[config.mk]
export PLATFORM = sky130hd
export DESIGN_NAME = ghost_collision_ctrl
export DESIGN_NICKNAME = d
export VERILOG_FILES = /design/src/rtl/ghost_collision_ctrl.sv
export SDC_FILE = /design/constraint.sdc
export NUM_CORES = 1
export LEC_CHECK = 0
export ABC_CLOCK_PERIOD_IN_PS = 5500
export CAP_MARGIN = 40
export CORE_UTILIZATION = 57
export CTS_CLUSTER_DIAMETER = 80
export DETAILED_ROUTE_END_ITERATION = 6
export PLACE_DENSITY = 0.83
export REMOVE_ABC_BUFFERS = 1
export SKIP_LAST_GASP = 1
export SYNTH_ARGS = -nofsm -noshare
export SYNTH_HDL_FRONTEND = slang
export SYNTH_SLANG_ARGS = --single-unit
[constraint.sdc]
create_clock -name frame_clk -period 5.5 [get_ports frame_clk]
set_input_delay 1.65 -clock frame_clk [delete_from_list [all_inputs] [get_ports frame_clk]]
set_output_delay 1.65 -clock frame_clk [all_outputs]
set_load 0.005 [all_outputs]
[src/rtl/ghost_collision_ctrl.sv]
// Player/ghost contact detection and the death, respawn and game-over sequencer.
// Runs once per frame on frame_clk; respawn feeds the mover resets, freeze gates movers and renderer.
module ghost_collision_ctrl #(
   parameter int NUM_GHOSTS   = 4,
   parameter int HITBOX       = 12,
   parameter int START_LIVES  = 3,
   parameter int DEATH_FRAMES = 60,
   parameter int GRACE_FRAMES = 90
) (
   input  logic                      frame_clk,
   input  logic                      Reset,
   input  logic [9:0]                pac_x,
   input  logic [9:0]                pac_y,
   input  logic [NUM_GHOSTS*10-1:0]  ghost_x,
   input  logic [NUM_GHOSTS*10-1:0]  ghost_y,
   input  logic                      restart,
   output logic [2:0]                lives,
   output logic                      hit,
   output logic [1:0]                hit_id,
   output logic                      freeze,
   output logic                      respawn,
   output logic                      game_over,
   output logic                      grace
);

   localparam int         GW = $clog2(GRACE_FRAMES + 1);
   localparam int         DW = $clog2(DEATH_FRAMES + 1);
   localparam logic [9:0] HB = 10'(HITBOX);

   typedef enum logic [1:0] {PLAY, DYING, RESPAWN, GAME_OVER} state_t;

   state_t          state_reg, state_next;
   logic [2:0]      lives_reg, lives_next;
   logic            hit_reg, hit_next;
   logic [1:0]      hit_id_reg, hit_id_next;
   logic [GW-1:0]   grace_cnt_reg, grace_cnt_next;
   logic [DW-1:0]   death_cnt_reg, death_cnt_next;

   logic [NUM_GHOSTS-1:0] contact;
   logic [1:0]            first_id;

   // Raw distances; tunnel wrap positions are deliberately not treated specially.
   generate
      for (genvar gi = 0; gi < NUM_GHOSTS; gi++) begin : g_contact
         logic [9:0] gx, gy, dx, dy;
         assign gx = ghost_x[gi*10 +: 10];
         assign gy = ghost_y[gi*10 +: 10];
         assign dx = (pac_x >= gx) ? pac_x - gx : gx - pac_x;
         assign dy = (pac_y >= gy) ? pac_y - gy : gy - pac_y;
         assign contact[gi] = (dx < HB) && (dy < HB);
      end
   endgenerate

   // Lowest-indexed ghost wins when several touch in the same frame.
   always_comb begin
      first_id = '0;
      for (int i = NUM_GHOSTS - 1; i >= 0; i--) begin
         if (contact[i]) first_id = 2'(i);
      end
   end

   always_ff @(posedge frame_clk) begin
      if (Reset) begin
         state_reg     <= PLAY;
         lives_reg     <= 3'(START_LIVES);
         hit_reg       <= 1'b0;
         hit_id_reg    <= '0;
         grace_cnt_reg <= GW'(GRACE_FRAMES);
         death_cnt_reg <= '0;
      end else begin
         state_reg     <= state_next;
         lives_reg     <= lives_next;
         hit_reg       <= hit_next;
         hit_id_reg    <= hit_id_next;
         grace_cnt_reg <= grace_cnt_next;
         death_cnt_reg <= death_cnt_next;
      end
   end

   always_comb begin
      state_next     = state_reg;
      lives_next     = lives_reg;
      hit_next       = 1'b0;
      hit_id_next    = hit_id_reg;
      grace_cnt_next = grace_cnt_reg;
      death_cnt_next = death_cnt_reg;
      case (state_reg)
         PLAY: begin
            if (grace_cnt_reg != '0) begin
               grace_cnt_next = grace_cnt_reg - GW'(1);
            end else if (|contact) begin
               hit_next       = 1'b1;
               hit_id_next    = first_id;
               lives_next     = (lives_reg != 3'd0) ? lives_reg - 3'd1 : 3'd0;
               death_cnt_next = DW'(DEATH_FRAMES - 1);
               state_next     = DYING;
            end
         end
         DYING: begin
            if (death_cnt_reg == '0)
               state_next = (lives_reg == 3'd0) ? GAME_OVER : RESPAWN;
            else
               death_cnt_next = death_cnt_reg - DW'(1);
         end
         RESPAWN: begin
            state_next     = PLAY;
            grace_cnt_next = GW'(GRACE_FRAMES);
         end
         GAME_OVER: begin
            if (restart) begin
               lives_next = 3'(START_LIVES);
               state_next = RESPAWN;
            end
         end
         default: state_next = PLAY;
      endcase
   end

   assign lives     = lives_reg;
   assign hit       = hit_reg;
   assign hit_id    = hit_id_reg;
   assign freeze    = (state_reg != PLAY);
   assign respawn   = (state_reg == RESPAWN);
   assign game_over = (state_reg == GAME_OVER);
   assign grace     = (grace_cnt_reg != '0);

endmodule

==> metrics.cfg, run 1 <==
[final_layout]
final_util_pct = 72.0
drive_gt1_share_pct = 6.77
area_growth_pct = 21.1
fillers = 1075
design_area_um2 = 9240
multiInputGateArea_um2 = 6570
seqCellArea_um2 = 420
largest_register_ffs = 7
fin_nets = 1455
antenna_cells = 0

[floorplan]
die-area_um2 = 13800
dieHeight_um = 118
row_count = 41
die_x_um = 118
start_util_pct = 59.5
core_area_um2 = 12800
num_io_pins = 113

[route]
vias_per_cell = 5.93
drt-total-wl_um = 21800
firstDrtPassIters = 5
postRouteAntennaNets = 0
drtIter0Drc = 726
drcViolationCount = 0
post_drt_wl_per_cell_um = 16.0
vias = 8108

[setup_path]
cp_max_fo = 5
r2r-start = grace_cnt_reg[0]
worstPathArrival_ns = 5.33
endpoint_kind = flip-flop
required_ns = 5.62
crit_path_start = pac_y[5]
start_kind = input pin
rrSetupSlack_ns = 2.91
crit_type = in -> reg
r2r-end = death_cnt_reg[2]
reg2reg_depth = 11
endpoint = lives[0]

[global_routing]
grt_pass1_wl_um = 36400
grt_max_degree = 15
antenna_found_initial = 0
grt_usage_pct = 31.1
grt_pass1_vias = 7631
overflow = 0

[sta]
fin_crit_ns = 5.21
skew_ns = 0.00176
min_period_over_period_pct = 94.7
grt_setup_unrepaired = false
tns_ns = 0
relSlewSlack_pct = 61.7
fmax_ghz = 0.192
setup_viol = 0
finalHoldViolations = 0
finalMaxSlewViolations = 0
tightest_slew_ns = 0.573

[synthesis]
yosysWarnings = 0
synth_edf_count = 0
syn_inst = 1069
syn_area_um2 = 7630
ys_seq_area_share_pct = 5.51
yosys-top-cells-area = ha_1 25%, a21oi_1 6.7%, inv_1 6.3%
async_flop_share_pct = 0
synth.top_cell.area_share_pct = 25.4
ys_dominant_reg_cell = dfxtp_1
yosysMostFrequentCell = ha_1
synthTopCellsByCount = 155 x ha_1, 127 x inv_1, 102 x a21oi_1
syn_area_per_cell_um2 = 7.14
yosys.area.top_type = ha_1
synth_seq_cells = 21
synth.distinct_cells = 79

[clock_network]
post_cts_buffers = 0
htree_levels = 1
clock_latency_ns = 0.25
cts-buffers-inserted = 3
cts_root_buffer = clkbuf_16
clock_path_buffers = 2
post_cts_resized = 0
cts_hold_buf = 0
cts_tree = done
cts.clk_slew.worst_paths_ns = 0.05
cts.sinks = 21

[placed_design]
io_buffers = 112
place_hpwl_um = 18100
gp_congestion = 0.917
place_area_um2 = 9160

[power_and_ir_drop]
p_per_area_nw_per_um2 = 130
ir_worst_vdd_mv = 0.125
leakage_uw = 0.00442

[hold_path]
min_path_type = reg -> reg

[run_status]
outcome = finished clean

[run]
drv_cap = 0

[final cells by class]
cell class,count,share of cell area (%)
multi-input combinational,884,71.1
timing repair buffer,160,16.0
inverter,127,5.16
sequential,21,4.55
tap,172,2.33
clock buffer,4,0.853
[metrics by stage]
step                      cells  total power (uW)  hold WS [ns]  setup WS, ns
after floorplan            1032               756         0.440         0.873
after global placement     1364              1020         0.448         0.195
after detailed placement   1364              1030         0.456         0.101
after CTS                  1368              1190         0.467         0.334
after global routing       1368              1300         0.479         0.121
final                      1368              1200         0.469         0.291
[cells in the final DEF, fill, tap and decap left out, types with 5 or more instances in the layout]
| master | count |
|---|---|
| ha_1 | 155 |
| inv_1 | 127 |
| clkdlybuf4s50_1 | 112 |
| a21oi_1 | 102 |
| nor2_1 | 85 |
| nand2_1 | 59 |
| o21ai_0 | 56 |
| buf_4 | 48 |
| xnor2_1 | 45 |
| xor2_1 | 32 |
| a21o_1 | 29 |
| nor3_1 | 23 |
| nor2b_1 | 22 |
| dfxtp_1 | 21 |
| o21a_1 | 20 |
| nand3_1 | 18 |
| nand2b_1 | 16 |
| o211ai_1 | 16 |
| a211oi_1 | 15 |
| nand4_1 | 11 |
| or3_1 | 11 |
| o31ai_1 | 10 |
| mux2i_1 | 10 |
| a31oi_1 | 9 |
| a221oi_1 | 8 |
| a211o_1 | 8 |
| and2_1 | 8 |
| o21bai_1 | 6 |
| mux2_2 | 6 |
| nor3b_1 | 6 |
| and3_1 | 5 |
| o221ai_1 | 5 |
| and4_1 | 5 |
[cells by family after synthesis]
| family | share of synthesized area, % |
|---|---|
| fa+ha+maj | 25.4 |
| buf+inv | 8.38 |
| mux | 2.20 |
| flops | 5.51 |
| simple gates | 19.6 |
| compound gates | 30.1 |
| xor+xnor | 8.84 |
[power breakdown]
part / internal [uW] / leakage [uW] / switching, uW / total [uW]
Clock: 98.7 / 0.0000382 / 53.1 / 152
Combinational: 411 / 0.00421 / 476 / 887
Sequential: 156 / 0.000170 / 3.65 / 160
Total: 666 / 0.00442 / 533 / 1200
[layer usage]
layer	global-route usage [%]	vias up	share of wire, %
li1	-	4056	-
met1	41.8	3678	46
met2	53.1	333	46
met3	2.33	41	6.3
met4	8.25	0	2.3
met5	0	-	0
[how the worst min path moves through the flow]
stage,startpoint,end,slack (ns),cells after the start
detailed placement,grace_cnt_reg[6],grace_cnt_reg[6],0.46,2
CTS,grace_cnt_reg[6],grace_cnt_reg[6],0.47,2
global placement,grace_cnt_reg[6],grace_cnt_reg[6],0.45,2
finish,grace_cnt_reg[6],grace_cnt_reg[6],0.47,2
global route,grace_cnt_reg[6],grace_cnt_reg[6],0.48,2
floorplan,grace_cnt_reg[6],grace_cnt_reg[6],0.44,2
[worst max-delay path, cell delays in order]
cell and delay (ns):
clkdlybuf4s50_1 0.51, inv_1 0.12, ha_1 0.40, a21oi_4 0.19, a21oi_1 0.07, or4_1 0.52
a311o_1 0.32, or3_1 0.37, a221oi_2 0.33, nand4_2 0.23, and4_4 0.27, nor3_1 0.20
o211ai_1 0.14
Note: power is estimated with default switching activity, not from simulation.
==> run 2, diff against run 1 <==
--- a/config.mk
+++ b/config.mk
@@ -16,3 +16,4 @@
 export SYNTH_ARGS = -nofsm -noshare
 export SYNTH_HDL_FRONTEND = slang
 export SYNTH_SLANG_ARGS = --single-unit
+export TNS_END_PERCENT = 30
==> results of run 2 <==
No change in the layout: final DEF, timing and power equal those of run 1.
==> run 3, diff against run 2 <==
--- a/config.mk
+++ b/config.mk
@@ -12,6 +12,7 @@
 export DETAILED_ROUTE_END_ITERATION = 6
 export PLACE_DENSITY = 0.83
 export REMOVE_ABC_BUFFERS = 1
+export SETUP_SLACK_MARGIN = 0.1
 export SKIP_LAST_GASP = 1
 export SYNTH_ARGS = -nofsm -noshare
 export SYNTH_HDL_FRONTEND = slang
==> results of run 3 <==
No change in the layout: final DEF, timing and power equal those of run 1.
